### config.mk
export PLATFORM = sky130hd
export DESIGN_NAME = gpo_disp_scan
export DESIGN_NICKNAME = d
export VERILOG_FILES = /design/src/rtl/gpo_disp_scan.sv
export SDC_FILE = /design/constraint.sdc
export NUM_CORES = 1
export LEC_CHECK = 0
export BUFFER_PORTS_ARGS = -buffer_cell sky130_fd_sc_hd__buf_4
export CAP_MARGIN = 20
export CORE_MARGIN = 4
export CORE_UTILIZATION = 55
export DETAILED_ROUTE_END_ITERATION = 10
export GPL_TIMING_DRIVEN = 0
export PLACE_DENSITY = 0.79
export SYNTH_ARGS = -nofsm -noshare
export SYNTH_HDL_FRONTEND = slang
export SYNTH_SLANG_ARGS = --single-unit
### constraint.sdc
create_clock -name clk -period 3.4 [get_ports clk]
set_input_delay 0.85 -clock clk [delete_from_list [all_inputs] [get_ports clk]]
set_output_delay 0.85 -clock clk [all_outputs]
set_load 0.05 [all_outputs]
### src/rtl/gpo_disp_scan.sv
// gpo_disp_scan: eight-digit seven-segment scanner fed by the two GPIO output
// registers. Data and control are captured once per frame into shadow
// registers so a digit never shows a mix of old and new values, and every
// digit slot opens with a short all-anodes-off gap to suppress ghosting.
module gpo_disp_scan #(
  parameter int unsigned DIV   = 50000,
  parameter int unsigned BLANK = 4
) (
  input  logic        clk,
  input  logic        rst,
  input  logic [31:0] data,
  input  logic [31:0] ctrl,
  output logic [7:0]  an,
  output logic [6:0]  seg,
  output logic        dp,
  output logic [2:0]  digit_idx,
  output logic        frame_done
);

  localparam int unsigned CW = (DIV > 1) ? $clog2(DIV) : 1;
  localparam logic [CW-1:0] CntLast  = CW'(DIV - 1);
  localparam logic [CW-1:0] CntBlank = CW'(BLANK);

  // Active-low hex font, bit order g..a.
  function automatic logic [6:0] hexDecode(input logic [3:0] nib);
    logic [6:0] s;
    case (nib)
      4'h0:    s = 7'b1000000;
      4'h1:    s = 7'b1111001;
      4'h2:    s = 7'b0100100;
      4'h3:    s = 7'b0110000;
      4'h4:    s = 7'b0011001;
      4'h5:    s = 7'b0010010;
      4'h6:    s = 7'b0000010;
      4'h7:    s = 7'b1111000;
      4'h8:    s = 7'b0000000;
      4'h9:    s = 7'b0010000;
      4'hA:    s = 7'b0001000;
      4'hB:    s = 7'b0000011;
      4'hC:    s = 7'b1000110;
      4'hD:    s = 7'b0100001;
      4'hE:    s = 7'b0000110;
      default: s = 7'b0001110;
    endcase
    return s;
  endfunction

  logic [CW-1:0] cnt_q, cnt_d;
  logic [2:0]    idx_q, idx_d;
  logic [31:0]   sdata_q, sdata_d;
  logic [17:0]   sctrl_q, sctrl_d;
  logic [7:0]    an_q, an_d;
  logic [6:0]    seg_q, seg_d;
  logic          dp_q, dp_d;
  logic          frame_done_q, frame_done_d;

  logic          slotEnd;
  logic          snapshot;
  logic [31:0]   shifted;
  logic [7:0]    dpBits;
  logic          lzBlank;
  logic          visible;

  // The top bits of the control word are reserved, and the stored freeze bit
  // is never read back because freeze acts on the live input.
  logic unused_bits;
  assign unused_bits = ^{ctrl[31:18], sctrl_q[17]};

  // Next-state for the scan counters and shadows, plus the output word the
  // current state implies (registered below for a clean one-cycle latency).
  always_comb begin
    cnt_d        = cnt_q;
    idx_d        = idx_q;
    sdata_d      = sdata_q;
    sctrl_d      = sctrl_q;
    an_d         = 8'hFF;
    seg_d        = 7'h7F;
    dp_d         = 1'b1;
    frame_done_d = 1'b0;

    slotEnd = (cnt_q == CntLast);
    if (slotEnd) begin
      cnt_d = '0;
      idx_d = idx_q + 3'd1;
    end else begin
      cnt_d = cnt_q + CW'(1);
    end

    snapshot = (cnt_q == '0) && (idx_q == 3'd0) && !ctrl[17];
    if (snapshot) begin
      sdata_d = data;
      sctrl_d = ctrl[17:0];
    end

    shifted = sdata_q >> {idx_q, 2'b00};
    dpBits  = sctrl_q[15:8];
    lzBlank = sctrl_q[16] && (idx_q != 3'd0) && (shifted == 32'd0);
    visible = sctrl_q[idx_q] && !lzBlank;

    if ((cnt_q >= CntBlank) && visible) begin
      an_d  = ~(8'h01 << idx_q);
      seg_d = hexDecode(shifted[3:0]);
      dp_d  = ~dpBits[idx_q];
    end

    frame_done_d = slotEnd && (idx_q == 3'd7);
  end

  // State and output registers; reset blanks the display immediately.
  always_ff @(posedge clk or posedge rst) begin
    if (rst) begin
      cnt_q        <= '0;
      idx_q        <= 3'd0;
      sdata_q      <= 32'd0;
      sctrl_q      <= 18'd0;
      an_q         <= 8'hFF;
      seg_q        <= 7'h7F;
      dp_q         <= 1'b1;
      frame_done_q <= 1'b0;
    end else begin
      cnt_q        <= cnt_d;
      idx_q        <= idx_d;
      sdata_q      <= sdata_d;
      sctrl_q      <= sctrl_d;
      an_q         <= an_d;
      seg_q        <= seg_d;
      dp_q         <= dp_d;
      frame_done_q <= frame_done_d;
    end
  end

  assign an         = an_q;
  assign seg        = seg_q;
  assign dp         = dp_q;
  assign digit_idx  = idx_q;
  assign frame_done = frame_done_q;

endmodule

# Word-level counts from Yosys, hierarchy flattened
# Memories as Yosys holds them, arrays and structs flattened.
# Index checks and enable logic that the tools add are counted.
[totals]
ff_bits = 85
romBits = 112
inputBits = 66
output_inout_bits = 20
elab_cells = 41
n_memories = 1
[memory_table]
columns = ["name", "words", "width", "read_ports", "rd_ports_with_merged_regs", "wr", "line", "text"]
rows = [
  ["(no name shown)", 16, 7, 1, 0, 0, "27", "case (nib)"],
]
[classes]
n_addsub = 2
n_lt_le_gt_ge = 3
n_eq_ne = 2
shifts = 2
mux = 8
bitwise_logic = 2
reduce_logical = 13
[ops]
columns = ["cell", "count"]
rows = [
  ["$logic_not 32->1", 1],
  ["$shr 32x5->32", 1],
  ["$add 16x1->16 const B", 1],
  ["$eq 16x16->1 const B", 1],
  ["$ge 16x3->1 const B", 1],
  ["$logic_not 16->1", 1],
  ["$mux 16", 1],
  ["$mux 8", 1],
  ["$not 8->8", 1],
  ["$shl 1x3->8 const A", 1],
  ["$logic_and 1x1->1", 7],
  ["$mux 7", 1],
  ["$bmux 1 s3", 2],
  ["$lt 3x6->1 const B", 1],
  ["$lt 3x4->1 const B", 1],
  ["$add 3x1->3 const B", 1],
  ["$eq 3x3->1 const B", 1],
  ["$logic_not 3->1", 1],
  ["$mux 1", 3],
  ["$reduce_bool 3->1", 1],
  ["$logic_not 1->1", 2],
  ["$not 1->1", 1],
]

# Longest topological paths before layout
# Gate-level depths: netlist of the first run.
[depth]
word_depth = 7
mapped_depth = 12
mapped_depth_nobuf = 9

# Worst setup path after synthesis of the first run
# OpenSTA, ideal clock, no wires.
[synth_path]
kind = "reg2reg"
start = "register idx_q[1], in the netlist digit_idx[1]"
end = "register seg_q[2], in the netlist seg[2]"
setup_time_ps = 111
t_arrival_ps = 3127
required_time_ps = 3289
path_slack_ps = 162
stages_incl_launch_ff = 11
n_path_buf = 2
synth_period_minus_slack_ps = 3238
cell_sequence = "dfrtp_1 -> buf_2 -> buf_2 -> mux4_2 -> mux2_2 -> inv_1 -> ha_1 -> nand3_1 -> a2111oi_4 -> a31oi_2 -> o311ai_0"
[synth_via]
elab_chain_len = 7
elab_cells_between_ends = 12
classes_between = "shift: 1; mux: 3; reduce/logical: 7; memory: 1"
[synth_lines]
columns = ["element", "line", "text"]
rows = [
  ["start: declaration", "49", "logic [2:0] idx_q, idx_d;"],
  ["start signal: assignment", "122", "idx_q <= idx_d;"],
  ["$shr 32x5->32 or $reduce_bool 3->1 (tied branches)", "95, 97", ""],
  ["$logic_not 32->1 or $logic_and 1x1->1 (tied branches)", "97", "lzBlank = sctrl_q[16] && (idx_q != 3'd0) && (shifted == 32'd0);"],
  ["$logic_and 1x1->1", "97", ""],
  ["$logic_not 1->1", "98", "visible = sctrl_q[idx_q] && !lzBlank;"],
  ["$logic_and 1x1->1", "98", ""],
  ["$logic_and 1x1->1", "100", "if ((cnt_q >= CntBlank) && visible) begin"],
  ["$mux 7 *", "100", ""],
  ["via seg_d[2]", "53", "logic [6:0] seg_q, seg_d;"],
  ["end signal: assignment", "126", "seg_q <= seg_d;"],
  ["end: declaration", "53", ""],
]
# Mark *: on every way through the listed nets, which the timed path passes. The rest lies on a longest branch. The select of a mux whose other input is x is not followed.
# A chain may end at the register's enable or synchronous reset.

# Worst setup path in the final report of the first run
# Same ends and word-level chain as after synthesis.

==> run metrics, run 1 <==
WL met2 4230 um; TritonCTS clock tree done; top routing layer used met4; routed len/inst 17.1 um; crit path to seg[2]; worst reg-to-reg setup slack 0.25 ns; worst hold path type register to register; max-cap violations 0; CP top delay family multiplexers; Min Hold Slack 0.494 ns; final hold violation count 0; largest area contributor in the netlist dfrtp_1; Worst Reg2Reg Path Length in Cells 10; die area 9130 sq um; Synth Register Bits 85; CTS Root Cell clkbuf_8; # setup viols final 0; CP endpoint kind register; cts bufs inserted 9; Worst setup SP type register; net switching power 0.472 mW; Levels on crit path 10; Syn Std Cell Area 4210 sq um; All-Layer GR Usage 21.3%; input/output buffers 71; first-pass GRT wire length 14800 um; synth top area cells dfrtp_1, mux2_2, dfstp_2, mux4_2, ha_1; Routed Antenna Nets 0; sw frac 22.7%; f_max 0.317 GHz; Hold-fix buffers, CTS 0; DP Worst Slack 0.0604 ns; Post-synth EDFFs 0; CP bufs+invs 3; Setup Buffers After CTS 0; Initial DRC Count 145; pins over their slew limit 0; fin crit share 92.6%; yosys synthesis warning count 0; Cell Rows 31; Worst slew margin 56.9%; final instance area 5140 sq um; fill count 538; drt via density 5.61; clock latency on the worst-skew pair 0.35 ns; vias in the first global route 2985; Gate Count Post-Synth 332; Post-Route WL 8870 um; crit path cell chain clkbuf_4 > buf_4 > mux4_2 > mux2_2 > inv_1 > ha_1 > nand3_1 > a2111oi_4 > a31oi_4 > o311ai_0; initial antenna violation count 0; met3 wire length 636 um; cell-internal power 1.60 mW; Cell variety after synth 46; area post-placement 4900 sq um; Power Total 2.07 mW; Layout Nets 495; Static Leak 2.36 nW; Clock power frac 38.5%; top-count cell post-synth dfrtp_1; CP Class register to register; clk buf depth 2; max incr delay on CP 0.51 ns; Critical Path RT 3.63 ns; CTS H-tree lvls 3; CTS Sinks 85; largest net degree at the start of global routing 51; Least-Margin Pin Slew 0.647 ns; Async SR Flop Fraction 100%; Max Fanout on Critical Path 10; PD cells 403 nW/um^2; Resized Gates After CTS 0; CP max-delay cell mux4_2; Final GP Congestion 0.887; Core Footprint 7330 sq um; Diodes inserted 0; reg2reg start digit_idx[1]; Post-Route Utilization 70.2%; DIE HEIGHT 95.5 um; RSZ-0062 raised after global routing false; layout cell share with drive strength beyond 1 41.9%; io pins 86; Area Overhead vs Synth 22.1%; syn_nets 412; share of the synthesized area in the top cell type 41.0%; Worst-path clk slew 0.09 ns; met1 wire length 3910 um; clock skew 0.0126 ns; synth cell count leaders dfrtp_1, mux2_2, nand2_1, nor2_1, nand3_1; Tmin final 3.15 ns; worst setup margin 0.250 ns; peak supply drop 0.000338 V; Top FF cell, synth dfrtp_1; Logic pwr share 9.5%; gr ovfl total 0; Post-Syn Area per Cell 12.7 sq um; outcome complete, no violations; first-pass detailed-route iteration total 4; dpl hpwl 6570 um; die width 95.5 um; drt drc 0; Critical Path AT 3.38 ns; starting density of the core 57.5%; crit path launch digit_idx[1]; sequential fraction of design power 51.9%; r2r endpoint seg[2]; vias 2911; register area share after synthesis 51.0%
power by group through the flow:
| stage | registers, mW | logic (mW) | clock network, mW |
|---|---|---|---|
| 6_report | 1.08 | 0.198 | 0.799 |
| 3_5_place_dp | 1.10 | 0.198 | 0 |
| 5_1_grt | 1.08 | 0.217 | 0.855 |
| 3_3_place_gp | 1.09 | 0.188 | 0 |
| 2_1_floorplan | 1.11 | 0.0956 | 0 |
| 4_1_cts | 1.08 | 0.199 | 0.811 |
logic make-up (layout without fill, tap and decap cells):
group	Yosys count	in the layout	share of synthesized area, %
xor+xnor	15	15	3.12
buf+inv	23	111	2.55
simple gates	100	100	12.4
compound gates	25	25	4.78
fa+ha+maj	14	14	4.16
flops	85	85	51.0
mux	70	70	22.1
metal layers:
metal	vias up	global-route usage (%)
li1	1361	-
met1	1425	29.8
met2	116	33.2
met3	9	5.13
met4	0	6.16
met5	-	0
flip-flops by register name (all words and copies together), names as in the netlist:
name,flops
digit_idx,3
sctrl_q,17
sdata_q,32
seg,7
cnt_q,16
an,8
frame_done,1
dp,1
worst min-delay path by stage:
stage,startpoint,to,slack (ns),cells after the start
after floorplan,cnt_q[0],cnt_q[0],0.45,1
after global placement,cnt_q[0],cnt_q[0],0.47,1
after detailed placement,cnt_q[13],cnt_q[13],0.48,1
after CTS,cnt_q[0],cnt_q[0],0.49,1
after global routing,cnt_q[0],cnt_q[0],0.50,1
final,cnt_q[13],cnt_q[13],0.49,1
per-stage QoR:
step,TNS (ns),std cells
CTS,0,519
finish,0,519
global placement,-32.62,502
detailed placement,0,503
floorplan,0,332
global route,0,519
placed cells by master (no fill, tap or decap), types with 2 or more instances in the layout:
cell        n
bufinv_16   2
clkbuf_1    5
clkbuf_4    2
xor2_1      9
mux2_2     40
nor3b_1     2
nor4_1      6
buf_2       5
mux2i_1     6
xnor2_1     6
a21oi_1     6
o21ai_0     3
clkinv_2    2
nand2_1    29
dfrtp_1    69
and3_1      7
clkbuf_8   11
o211ai_1    4
buf_4      73
or4_1       2
nor2_1     19
ha_1       14
o311ai_0    3
nand3_1    18
mux2_1     10
inv_1       6
o221ai_1    2
dfstp_2    16
mux4_2     13
nor3_1      6
nand2b_1    2
cell type report:
| type | count | area (sq um) | area share (%) |
|---|---|---|---|
| flip-flops and latches | 85 | 2150 | 41.7 |
| clock inverters | 4 | 70.1 | 1.36 |
| clock buffers | 12 | 155 | 3.02 |
| plain buffers | 15 | 86.3 | 1.68 |
| repair buffers | 72 | 561 | 10.9 |
| inverters | 8 | 32.5 | 0.632 |
| well taps | 99 | 124 | 2.41 |
| multi-input cells | 224 | 1970 | 38.3 |
No activity file was read; power rests on OpenSTA's default activity.
==> run 2, diff against run 1 <==
Settings changed: CORE_MARGIN 4 to default.
==> run metrics, run 2 (synthesized netlist as in run 1, its figures left out) <==
Non-Filler Instances 519; cell-internal power 1.51 mW; largest reg by FF count sdata_q; drt drc 0; Largest register FFs 32; Worst slew margin 56.2%; io pins 86; largest net degree at the start of global routing 47; Tmin final 3.20 ns; die area 8020 sq um; clock latency on the worst-skew pair 0.35 ns; Routed Antenna Nets 0; CTS H-tree lvls 3; most frequent cells in the layout buf_4, dfrtp_1, mux2_2, nand2_1, nor2_1; peak supply drop 0.000267 V; fin crit share 94.1%; Diodes inserted 0; Critical Path AT 3.43 ns; vias in the first global route 2908; clock skew 0.0123 ns; input/output buffers 71; TritonCTS clock tree done; initial antenna violation count 0; All-Layer GR Usage 24.0%; RSZ-0062 raised after global routing false; worst hold path type register to register; first-pass GRT wire length 14200 um; # setup viols final 0; die width 89.5 um; CTS Sinks 85; Max Fanout on Critical Path 10; Clock power frac 36.0%; Worst-path clk slew 0.08 ns; net switching power 0.477 mW; starting density of the core 57.5%; Area Overhead vs Synth 21.4%; vias 2985; Least-Margin Pin Slew 0.651 ns; CP endpoint kind register; Cell Rows 31; Worst setup SP type register; Initial DRC Count 160; Final GP Congestion 0.891; first-pass detailed-route iteration total 4; sequential fraction of design power 54.1%; cts bufs inserted 9; Setup TNS Final 0 ns; final hold violation count 0; fill count 563; worst setup margin 0.201 ns; Logic pwr share 9.9%; Post-Route WL 8550 um; gr ovfl total 0; Critical Path RT 3.63 ns; most common cell after layout, fill and taps aside buf_4; placed cells 503; Core Footprint 7330 sq um; f_max 0.313 GHz; Power Total 1.99 mW; DP Worst Slack -0.00129 ns; Layout Nets 495; max-cap violations 0; Static Leak 2.34 nW; CP Class register to register; Min Hold Slack 0.505 ns; CTS Root Cell clkbuf_8; PD cells 389 nW/um^2; Hold-fix buffers, CTS 0; DIE HEIGHT 89.5 um; dpl hpwl 6280 um; top flop regs sdata_q x32, sctrl_q x17, cnt_q x16; layout cell share with drive strength beyond 1 41.9%; routed len/inst 16.5 um; clk buf depth 2; outcome complete, no violations; sw frac 24.0%; Setup Buffers After CTS 0; pins over their slew limit 0; drt via density 5.75
==> run 2: cell types whose count changed in the layout (fill, tap and decap cells not counted) <==
cell,previous run,this run
buf_2,5,6
bufinv_16,2,1
clkbuf_4,2,1
clkbuf_8,11,10
clkinv_2,2,1
clkinv_4,0,2
clkinvlp_4,0,1
==> run 2: per-stage QoR <==
step	instance area (sq um)	util (%)
6_report	5120	69.8
5_1_grt	5120	69.8
4_1_cts	5110	69.7
3_5_place_dp	4900	66.9
3_3_place_gp	4870	66.4
2_1_floorplan	4210	-
==> run 2: power by group through the flow <==
stage	clock network, mW	registers [mW]	logic [mW]
after floorplan	0	1.11	0.0956
after global placement	0	1.09	0.187
after detailed placement	0	1.09	0.197
after CTS	0.733	1.08	0.199
after global routing	0.773	1.08	0.216
final	0.715	1.08	0.197
==> run 2: worst max-delay path, cell delays in order (launching register included) <==
cell	delay, ns
dfrtp_1	0.43
clkbuf_4	0.24
buf_4	0.23
mux4_2	0.52
mux2_2	0.33
inv_1	0.17
ha_1	0.23
nand3_1	0.13
a2111oi_4	0.40
a31oi_4	0.23
o311ai_0	0.17
==> run 2: what timing repair did <==
item / 4_1_cts / 5_1_grt
pin swaps: 0 / 1
setup endpoints to repair: 2 / 10
gates cloned: 0 / 0
gates resized for setup: 1 / 5
==> run 2: layer usage <==
layer  wire (um)  GRT usage (%)  vias up
met2        4180           38.2      135
met1        3780           32.6     1471
met5           0              0        -
met4          97           10.2        0
li1            -              -     1367
met3         499           4.43       12
==> run 2: area by class of cell <==
class / count / area (sq um) / area share [%]
Sequential cell: 85 / 2150 / 42.0
Multi-Input combinational cell: 224 / 1970 / 38.5
Timing Repair Buffer: 72 / 561 / 11.0
Clock buffer: 11 / 141 / 2.76
Tap cell: 99 / 124 / 2.42
Buffer: 15 / 83.8 / 1.64
Clock inverter: 5 / 60.1 / 1.17
Inverter: 8 / 32.5 / 0.636
==> run 2: final timing paths <==
| kind | to | from | cells after the start | slack [ns] |
|---|---|---|---|---|
| setup reg to reg | seg[1] | digit_idx[1] | 10 | 0.20 |
| hold reg to reg | cnt_q[13] | cnt_q[13] | 1 | 0.51 |
| setup / recovery | seg[1] | digit_idx[1] | 10 | 0.20 |
| min in group asynchronous | sctrl_q[8] | rst | 2 | 0.54 |
| hold / removal | cnt_q[13] | cnt_q[13] | 1 | 0.51 |
| max in group asynchronous | seg[1] | rst | 3 | 2.19 |
==> run 3, diff against run 2 <==
Settings changed: CELL_PAD_IN_SITES_DETAIL_PLACEMENT from default to 1, CELL_PAD_IN_SITES_GLOBAL_PLACEMENT from default to 1, CORE_UTILIZATION 55 to 44.
==> run metrics, run 3 (synthesized netlist as in run 1, its figures left out) <==
Worst slew margin 55.9%; Clock power frac 38.0%; pins over their slew limit 0; reg2reg start digit_idx[1]; Final GP Congestion 0.816; io pins 86; net switching power 0.497 mW; placed cells 533; starting density of the core 45.6%; Critical Path RT 3.70 ns; input/output buffers 71; drt drc 0; sequential fraction of design power 52.2%; All-Layer GR Usage 21.8%; vias in the first global route 3192; routed len/inst 18.1 um; r2r endpoint dp; Core Footprint 9240 sq um; sw frac 24.1%; # setup viols final 0; Non-Filler Instances 551; final hold violation count 0; PD cells 398 nW/um^2; Min Hold Slack 0.499 ns; peak supply drop 0.000200 V; Hold-fix buffers, CTS 0; RSZ-0062 raised after global routing false; Area Overhead vs Synth 23.0%; gr ovfl total 0; first-pass detailed-route iteration total 4; CTS H-tree lvls 3; cell-internal power 1.57 mW; fill count 976; Worst setup SP type register; Diodes inserted 0; Cell Rows 35; worst reg-to-reg setup slack 0.23 ns; CP Class register to register; vias 2947; Least-Margin Pin Slew 0.656 ns; Tmin final 3.17 ns; cts bufs inserted 9; Static Leak 2.36 nW; die area 9970 sq um; first-pass GRT wire length 16700 um; worst setup margin 0.232 ns; drt via density 5.35; DP Worst Slack -0.0706 ns; Routed Antenna Nets 0; initial antenna violation count 0; Multi-input gate area 1970 sq um; Critical Path AT 3.47 ns; Initial DRC Count 97; Layout Nets 497; Seq. cell area 2150 sq um; layout cell share with drive strength beyond 1 42.2%; Post-Route WL 9990 um; fin crit share 93.2%; Max Fanout on Critical Path 10; max-cap violations 0; Worst-path clk slew 0.08 ns; CP endpoint kind register; CTS Sinks 85; most common cell after layout, fill and taps aside buf_4; Logic pwr share 9.8%; largest reg by FF count sdata_q; die width 99.9 um; clk buf depth 2; Largest register FFs 32; CTS Root Cell clkbuf_8; clock latency on the worst-skew pair 0.35 ns; Worst Reg2Reg Path Length in Cells 11; largest net degree at the start of global routing 54; clock skew 0.0104 ns; most frequent cells in the layout buf_4, dfrtp_1, mux2_2, nand2_1, nor2_1; dpl hpwl 7440 um; f_max 0.316 GHz; DIE HEIGHT 99.9 um; outcome complete, no violations; TritonCTS clock tree done; worst hold path type primary input to asynchronous set/reset pin; top flop regs sdata_q x32, sctrl_q x17, cnt_q x16
-- run 3: changes by cell type in the layout (fill, tap and decap cells not counted) --
cell,before,now
inv_6,0,1
clkinv_2,1,2
clkinv_4,2,0
bufinv_16,1,2
clkbuf_8,10,9
buf_4,73,75
-- run 3: per-stage QoR --
| stage | power, mW | cell area, sq um | TNS (ns) | utilization (%) |
|---|---|---|---|---|
| 3_5_place_dp | 1.30 | 4940 | -0.124 | 53.4 |
| 3_3_place_gp | 1.28 | 4910 | -41.09 | 53.1 |
| 2_1_floorplan | 1.20 | 4210 | 0 | - |
| 4_1_cts | 2.08 | 5160 | 0 | 55.9 |
| 5_1_grt | 2.15 | 5180 | 0 | 56.1 |
| 6_report | 2.06 | 5180 | 0 | 56.1 |
-- run 3: worst max-delay path by stage --
| stage | startpoint | to | slack, ns | cells past startpoint |
|---|---|---|---|---|
| floorplan | digit_idx[1] | seg[2] | 0.16 | 10 |
| global placement | rst | sdata_q[6] | -0.60 | 2 |
| detailed placement | digit_idx[1] | seg[1] | -0.07 | 10 |
| CTS | digit_idx[1] | seg[1] | 0.07 | 10 |
| global route | digit_idx[1] | seg[1] | 0.008 | 10 |
| finish | digit_idx[1] | dp | 0.23 | 11 |
-- run 3: power groups by stage --
stage / registers, mW / logic [mW] / clock network, mW
3_5_place_dp: 1.10 / 0.202 / 0
6_report: 1.08 / 0.202 / 0.784
5_1_grt: 1.08 / 0.221 / 0.846
3_3_place_gp: 1.09 / 0.190 / 0
4_1_cts: 1.08 / 0.204 / 0.804
2_1_floorplan: 1.11 / 0.0956 / 0
-- run 3: area by class of cell --
type	count	share of cell area (%)
multi-input combinational	224	38.0
tap	129	3.11
clock inverter	6	1.67
sequential	85	41.4
buffer	15	1.62
clock buffer	10	2.46
timing repair buffer	74	11.1
inverter	8	0.628
-- run 3: worst max-delay path, stage by stage, from the launching register on --
cell       delay [ns]
dfrtp_1          0.44
clkbuf_4         0.25
buf_4            0.22
mux4_2           0.53
mux2_2           0.33
inv_1            0.18
ha_1             0.25
nand3_1          0.13
a2111oi_4        0.32
a31oi_4          0.21
buf_4            0.19
nand2_1          0.05
-- run 3: metal layers --
layer	track usage [%]	up-vias	part of all wire (%)
li1	-	1368	-
met1	28.6	1491	45
met3	3.83	16	3.8
met5	0	-	0
met2	37.0	72	50
met4	7.01	0	1.5
-- run 3: what timing repair did --
item	4_1_cts	5_1_grt
pin swaps	0	2
buffers inserted	0	2
setup endpoints to repair	9	12
resized for setup	3	1
